--- src/rtl/data_sync_pkg.sv ---
// Shared constants and types for the data_sync multi-bit CDC receiver.
package data_sync_pkg;

  typedef int unsigned ds_depth_t;

  localparam ds_depth_t   DS_MIN_STAGES = 2;
  localparam ds_depth_t   DS_DEF_STAGES = 2;
  localparam int unsigned DS_DEF_WIDTH  = 8;

endpackage

--- src/rtl/data_sync_sync_chain.sv ---
// Single-bit flop synchronizer chain; also usable on the source side for the ack toggle.
module data_sync_sync_chain
  import data_sync_pkg::*;
#(
  parameter ds_depth_t NUM_STAGES = DS_DEF_STAGES
) (
  input  logic CLK,
  input  logic Reset,
  input  logic d_i,
  output logic q_o
);

  if (NUM_STAGES < DS_MIN_STAGES) begin : g_bad_depth
    $error("data_sync_sync_chain: NUM_STAGES must be >= 2");
  end

  logic [NUM_STAGES-1:0] chain_q;

  always_ff @(posedge CLK or posedge Reset) begin
    if (Reset) begin
      chain_q <= '0;
    end else begin
      chain_q <= {chain_q[NUM_STAGES-2:0], d_i};
    end
  end

  assign q_o = chain_q[NUM_STAGES-1];

endmodule

--- src/rtl/data_sync.sv ---
// MCP-style bus receiver: synchronize bus_enable, detect its rise, capture the bus.
// Optional acknowledge toggle output is built when DATA_SYNC_ACK_EN is defined.
module data_sync
  import data_sync_pkg::*;
#(
  parameter ds_depth_t   NUM_STAGES = DS_DEF_STAGES,
  parameter int unsigned BUS_WIDTH  = DS_DEF_WIDTH
) (
  input  logic                 CLK,
  input  logic                 Reset,
  input  logic [BUS_WIDTH-1:0] unsync_bus,
  input  logic                 bus_enable,
  output logic [BUS_WIDTH-1:0] sync_bus,
  output logic                 enable_pulse
`ifdef DATA_SYNC_ACK_EN
  ,
  output logic                 ack_toggle
`endif
);

  if (BUS_WIDTH < 1) begin : g_bad_width
    $error("data_sync: BUS_WIDTH must be >= 1");
  end

  logic                 en_sync;
  logic                 en_prev_q;
  logic                 pulse_c;
  logic                 pulse_q;
  logic [BUS_WIDTH-1:0] sync_bus_q;
  logic [BUS_WIDTH-1:0] sync_bus_d;

  data_sync_sync_chain #(
    .NUM_STAGES(NUM_STAGES)
  ) u_en_chain (
    .CLK  (CLK),
    .Reset(Reset),
    .d_i  (bus_enable),
    .q_o  (en_sync)
  );

  // en_prev resets low, so an enable already high at reset release still captures once.
  assign pulse_c    = en_sync & ~en_prev_q;
  assign sync_bus_d = pulse_c ? unsync_bus : sync_bus_q;

  always_ff @(posedge CLK or posedge Reset) begin
    if (Reset) begin
      en_prev_q  <= 1'b0;
      pulse_q    <= 1'b0;
      sync_bus_q <= '0;
    end else begin
      en_prev_q  <= en_sync;
      pulse_q    <= pulse_c;
      sync_bus_q <= sync_bus_d;
    end
  end

  assign sync_bus     = sync_bus_q;
  assign enable_pulse = pulse_q;

`ifdef DATA_SYNC_ACK_EN
  logic ack_q;

  always_ff @(posedge CLK or posedge Reset) begin
    if (Reset) begin
      ack_q <= 1'b0;
    end else if (pulse_c) begin
      ack_q <= ~ack_q;
    end
  end

  assign ack_toggle = ack_q;
`endif

endmodule

--- config.mk ---
export PLATFORM = sky130hd
export DESIGN_NAME = data_sync
export DESIGN_NICKNAME = d
export VERILOG_FILES = /design/src/rtl/data_sync_pkg.sv /design/src/rtl/data_sync_sync_chain.sv /design/src/rtl/data_sync.sv
export SDC_FILE = /design/constraint.sdc
export NUM_CORES = 1
export LEC_CHECK = 0
export CORE_MARGIN = 4
export CORE_UTILIZATION = 34
export CTS_CLUSTER_DIAMETER = 60
export DETAILED_ROUTE_END_ITERATION = 10
export HOLD_SLACK_MARGIN = 0.02
export PLACE_DENSITY = 0.7
export SLEW_MARGIN = 20
export SYNTH_ARGS = -nofsm -noshare
export SYNTH_HDL_FRONTEND = slang
export SYNTH_SLANG_ARGS = --single-unit
--- constraint.sdc ---
create_clock -name CLK -period 1.2 [get_ports CLK]
set_clock_uncertainty 0.15 [all_clocks]
set_input_delay 0.36 -clock CLK [delete_from_list [all_inputs] [get_ports CLK]]
set_output_delay 0.36 -clock CLK [all_outputs]
set_load 0.01 [all_outputs]
# --- Word level (Yosys, flattened, before mapping) ---
# Cells that the tools add are included.
totals:
  ff_bits: 12
  inputBits: 11
  output_inout_bits: 9
op_classes:
  bitwise_logic: 2
ops:
  columns: ["operator", "n"]
  rows:
  - ["$and 1x1->1", 1]
  - ["$not 1->1", 1]

# --- Longest topological paths before layout ---
# Gate-level depths: netlist of run 1.
depth:
  ltp_word: 2
  ltp_mapped: 3

# --- Modules after synthesis ---
# From an unflattened synthesis of run 1, not the netlist that was laid out.
unflattened:
  hier_cells: 24
  area_unflattened_um2: 461.7
modules_own_cells:
  columns: ["mod", "seq_area_each_um2", "cells_per_inst", "area_each_um2", "instances"]
  rows:
  - ["data_sync", 250.2, 21, 407.9, 1]
  - ["data_sync_sync_chain", 50.0, 3, 53.8, 1]

# --- Worst setup path after synthesis of run 1 ---
# No wires, ideal clock.
synth_path:
  path_type: "register to register"
  start: "register en_prev_q"
  end: "register sync_bus_q[0], in the netlist sync_bus[0]"
  slack_ps: 7
  stages_incl_launch_ff: 4
  period_less_slack_ps: 1193
  required_ps: 925
  t_arrival_ps: 918
  setup_ps: 125
  n_path_buf: 1
  path_cell_list: "dfrtp_1 nor2b_4 buf_12 mux2_4"
synth_between:
  elab_chain_len: 2
synth_lines:
  columns: ["element", "line", "source"]
  rows:
  - ["start: declaration", "data_sync.sv:26", "logic en_prev_q;"]
  - ["start signal: assignment", "data_sync.sv:51", "en_prev_q <= en_sync;"]
  - ["$not 1->1", "data_sync.sv:42", "assign pulse_c = en_sync & ~en_prev_q;"]
  - ["$and 1x1->1", "data_sync.sv:42", null]
  - ["via pulse_c", "data_sync.sv:27", "logic pulse_c;"]
  - ["end signal: assignment", "data_sync.sv:53", "sync_bus_q <= sync_bus_d;"]
  - ["end: declaration", "data_sync.sv:29", "logic [BUS_WIDTH-1:0] sync_bus_q;"]
# The timed path passes the listed nets, and every way through them passes these cells.
# A chain may end at the register's enable or synchronous reset.

# --- Worst setup path in the final report of run 1 ---
layout_path:
  start: "register sync_bus_q[4], in the netlist sync_bus[4]"
  end: "output sync_bus[4]"
layout_lines:
  columns: ["element", "line", "source"]
  rows:
  - ["end: declaration", "data_sync.sv:13", "output logic [BUS_WIDTH-1:0] sync_bus,"]
# No word-level cell between the ends.

==> flow_summary.toml, run 1 <==
[status]
outcome = "finished, violations left"
violations = "setup timing"

[timing]
tns_ps = -1074
report.final.slew_viol_count = 0
min_period_over_period = 1.083
slew_headroom = 0.9090
setup_violations = 17
min_period_ps = 1300
worst_pin_slew_ps = 136.3
setup_ws_ps = -100.0
finalHoldViolCount = 0
rsz0062_at_grt = "yes"
clock.fmax_mhz = 769.2

[floorplan]
start_util = 0.3861
dieArea_sq_um = 1998
fp.coreArea_sq_um = 1186
die_w_um = 44.70
num_rows = 12
pin_count = 20
die_h_um = 44.70

[pwr]
power_density_nw_per_um2 = 1392
leakagePower_nw = 0.3779
peakVddDrop_v = 0.0006248

[setup_path]
crit_type = "register to primary output"
cp_max_fo = 2
crit_required_ps = 690
crit_family = "flip-flops"
crit_path_end_kind = "primary output"
critPathLaunchType = "register"
cp_slowest_cell = "dfrtp_1"
crit_chain = "buf_6"
critPathMaxStageDelay_ps = 400
arrival_ps = 790
path_buf_inv = 1

[cts]
cts_tree = "done"
cts_buffers = 3
h-tree-depth = 1
cts_sinks = 12
cts-root-buf = "clkbuf_4"
path_clk_slew_ps = 70
clk_latency_ps = 260
clockBufferDepth = 2

[synthesis]
avgSynthCellArea_sq_um = 19.91
syn_area_sq_um = 457.9
yosys_warnings = 0
synth_cell_type_count = 5
synthCells = 23
yosysSeqAreaShare = 0.6557
synth_seq_cells = 12
syn_nets = 34

[global_routing]
track_usage = 0.1068
grt_pass1_wl_um = 1531
first_global_vias = 342
grt-ovfl-total = 0
antenna_found_initial = 0
grt_max_degree = 10

[finish]
final_util = 0.6350
fin_area_sq_um = 753.2
areaGrowthSynthToFinish_pct = 64.48
antenna_cells = 0
drive_gt1_frac = 0.5965
nets = 69

[detailed_routing]
drt_first_pass_iters = 4
drc = 0
vias = 307
vias_per_cell = 4.324
first_iter_violations = 3
drt-wirelength-per-cell_um = 13.13
ant_nets = 0
wirelength_um = 932

[placed_design]
portBuffers = 19
pre_cts_slack_ps = -188.7
gp_congestion = 0.6758
place_area_sq_um = 695.7

[worst_hold_path]
min_path_type = "register to register"

[flow_run]
drv_cap = 0
-- Yosys cell counts, drive strengths merged --
master  instances  area, sq um
nor2b           1        13.76
inv             1        3.750
dfrtp          12        300.3
mux2            8        120.1
buf             1        20.02
-- registers in the layout, summed over array words and instances (netlist names) --
signal / count
en_prev_q: 1
enable_pulse: 1
u_en_chain.chain_q: 2
sync_bus: 8
-- kinds of logic after synthesis --
family        share of synthesized area
buf+inv                         0.05191
flops                            0.6557
mux                              0.2623
simple gates                    0.03005
-- path summary, 6_finish.rpt --
check / from / end / slack [ps] / cells after the start
max in group asynchronous: Reset / sync_bus[3] / 520 / 3
min: u_en_chain.chain_q[0] / u_en_chain.chain_q[1] / 200 / 0
max reg2reg: en_prev_q / sync_bus[7] / -50 / 3
min in group asynchronous: Reset / sync_bus[5] / 280 / 3
max: sync_bus[4] / sync_bus[4] / -100 / 1
min reg2reg: u_en_chain.chain_q[0] / u_en_chain.chain_q[1] / 200 / 0
-- placed cells by master, fill, tap and decap left out --
cell	synthesis	final
dfrtp_1	12	12
mux2_4	8	8
buf_12	1	1
clkbuf_8	0	1
nor2b_4	1	1
buf_4	0	9
inv_1	1	1
buf_2	0	8
buf_6	0	3
clkdlybuf4s50_1	0	10
clkbuf_4	0	3
-- layout make-up --
cell class              count  area [sq um]
inverters                   1         3.754
multi-input cells           9         133.9
well taps                  14         17.52
repair buffers             31         261.5
flip-flops and latches     12         300.3
clock buffers               4         36.28
fillers                    89         432.9
-- metal layers --
layer,up-vias,track usage,wire length [um]
met2,14,0.1862,469
met3,0,0.03187,90
li1,142,-,-
met5,-,0,0
met4,0,0.05422,0
met1,151,0.1159,371
-- power by group --
part | internal (mW) | total [mW] | switching, mW
Clock | 0.184 | 0.309 | 0.125
Combinational | 0.180 | 0.265 | 0.0851
Sequential | 0.450 | 0.474 | 0.0236
Total | 0.815 | 1.05 | 0.234
-- through the flow --
| stage | cells | hold slack, ps | power (mW) |
|---|---|---|---|
| finish | 71 | 203.7 | 1.048 |
| global route | 71 | 209.4 | 1.112 |
| CTS | 69 | 204.6 | 1.042 |
| detailed placement | 60 | 187.2 | 0.7309 |
| global placement | 60 | 183.9 | 0.7232 |
| floorplan | 23 | 74.70 | 0.5855 |
-- what timing repair did --
item | 4_1_cts | 5_1_grt
buffers inserted | 5 | 2
gates resized for setup | 38 | 1
hold buffers | 0 | 0
setup endpoints to repair | 17 | 17
Power figures use the tool's default switching activity.
==> run 2: changes to the inputs <==
--- a/config.mk
+++ b/config.mk
@@ -6,11 +6,9 @@
 export NUM_CORES = 1
 export LEC_CHECK = 0
 export CORE_MARGIN = 4
-export CORE_UTILIZATION = 34
-export CTS_CLUSTER_DIAMETER = 60
+export CORE_UTILIZATION = 30
 export DETAILED_ROUTE_END_ITERATION = 10
 export HOLD_SLACK_MARGIN = 0.02
-export PLACE_DENSITY = 0.7
 export SLEW_MARGIN = 20
 export SYNTH_ARGS = -nofsm -noshare
 export SYNTH_HDL_FRONTEND = slang
==> flow_summary.toml, run 2 (same netlist as run 1, synthesis figures left out) <==
[status]
outcome = "finished, violations left"
violations = "setup timing"

[finish]
largest_reg_flops = 8
nets = 66
final_cell_mix = "12 x dfrtp_1, 10 x clkdlybuf4s50_1, 8 x mux2_4, 8 x buf_2, 6 x buf_4"
final_common_cell = "dfrtp_1"
drive_gt1_frac = 0.5741
fill_cells = 131
antenna_cells = 0
areaGrowthSynthToFinish_pct = 61.75
fin_area_sq_um = 740.7

[timing]
setup_ws_ps = -100.8
setup_violations = 17
hold_slack_ps = 205.3
worst_pin_slew_ps = 121.6
min_period_over_period = 1.084
clock.fmax_mhz = 768.8
finalHoldViolCount = 0
rsz0062_at_grt = "yes"
slew_headroom = 0.9188
min_period_ps = 1301
report.final.slew_viol_count = 0

[placed_design]
gp_congestion = 0.6498
place_area_sq_um = 701.9
dp_hpwl_um = 675.6
portBuffers = 19

[floorplan]
dieArea_sq_um = 2216
num_rows = 13
die_h_um = 47.07
start_util = 0.3352
fp.coreArea_sq_um = 1366
pin_count = 20
die_w_um = 47.07

[pwr]
leakagePower_nw = 0.3661
power.switching_uw = 227.3
seqPwrFrac = 0.459
peakVddDrop_v = 0.0006758
power_density_nw_per_um2 = 1393
p_clk_frac = 0.298
share_comb_of_total_power = 0.243
internal_power_uw = 804.7
sw_frac_of_total = 0.2203

[detailed_routing]
drt_first_pass_iters = 2
vias = 303
drc = 0
first_iter_violations = 2
ant_nets = 0
vias_per_cell = 4.391
wirelength_um = 907
drt-wirelength-per-cell_um = 13.14

[setup_path]
crit_required_ps = 690
path_buf_inv = 1
rrSetupSlack_ps = -70
arrival_ps = 790
crit_family = "flip-flops"
cp_slowest_cell = "dfrtp_1"
r2r_cells = 3
crit_path_end_kind = "primary output"
crit_chain = "buf_2"
cp_max_fo = 2
timing.rr.end = "sync_bus[1]"
critPathMaxStageDelay_ps = 390
r2r-start = "en_prev_q"
crit_type = "register to primary output"
critPathLaunchType = "register"

[cts]
cts_tree = "done"
clk_latency_ps = 260
cts-root-buf = "clkbuf_4"
path_clk_slew_ps = 70
cts_buffers = 3
cts_sinks = 12
h-tree-depth = 1
hold_buffers = 0
clockBufferDepth = 2

[flow_run]
drv_cap = 0

[global_routing]
grt_pass1_wl_um = 1414
first_global_vias = 351
antenna_found_initial = 0
track_usage = 0.09819
grt-ovfl-total = 0
grt_max_degree = 13

[worst_hold_path]
min_to = "u_en_chain.chain_q[1]"
min_path_type = "register to register"
min_path_cells = 0
hp-start = "u_en_chain.chain_q[0]"
-- run 2: cell types whose count changed in the layout (fill, tap and decap cells not counted) --
| cell | delta |
|---|---|
| buf_12 | +1 |
| buf_4 | -3 |
| buf_6 | -1 |
-- run 2: final cells by class --
| type | count | area [sq um] | area share |
|---|---|---|---|
| tap | 15 | 18.77 | 0.02534 |
| multi-input combinational | 9 | 133.9 | 0.1807 |
| sequential | 12 | 300.3 | 0.4054 |
| timing repair buffer | 28 | 247.7 | 0.3345 |
| clock buffer | 4 | 36.28 | 0.04899 |
| inverter | 1 | 3.754 | 0.005068 |
-- run 2: timing repair --
item	in CTS	in global routing
endpoints found under the setup margin	17	17
setup buffers	4	1
gates resized for setup	37	1
-- run 2: power by group through the flow --
stage          Clock, mW  Sequential (mW)  Combinational [mW]
6_report           0.307            0.474               0.251
4_1_cts            0.322            0.473               0.242
5_1_grt            0.345            0.479               0.268
2_1_floorplan          0            0.501              0.0841
3_5_place_dp           0            0.483               0.251
3_3_place_gp           0            0.480               0.247
-- run 2: metrics by stage --
step	setup slack (ps)	instances	util	setup TNS, ps	total power, mW
after detailed placement	-184.8	60	0.5137	-2295	0.7344
after CTS	-119.5	68	0.5321	-1340	1.038
after global placement	-176.8	60	0.5137	-2154	0.7268
final	-100.8	69	0.5421	-1193	1.032
after floorplan	7.201	23	-	0	0.5855
after global routing	-150.3	69	0.5421	-1834	1.092
-- run 2: per-layer routing --
layer,track usage,routed length [um],vias to the layer above
met3,0.06130,99,0
li1,-,-,139
met2,0.1816,490,16
met1,0.08531,317,148
met4,0.03315,0,0
met5,0,0,-
-- run 2: worst max-delay path by stage --
stage,depth (start not counted),endpoint,slack [ps],start
after floorplan,3,sync_bus[0],7,en_prev_q
after detailed placement,1,sync_bus[4],-180,sync_bus[4]
after CTS,1,sync_bus[7],-120,sync_bus[7]
after global placement,1,sync_bus[3],-180,sync_bus[3]
after global routing,1,sync_bus[7],-150,sync_bus[7]
final,1,sync_bus[7],-100,sync_bus[7]
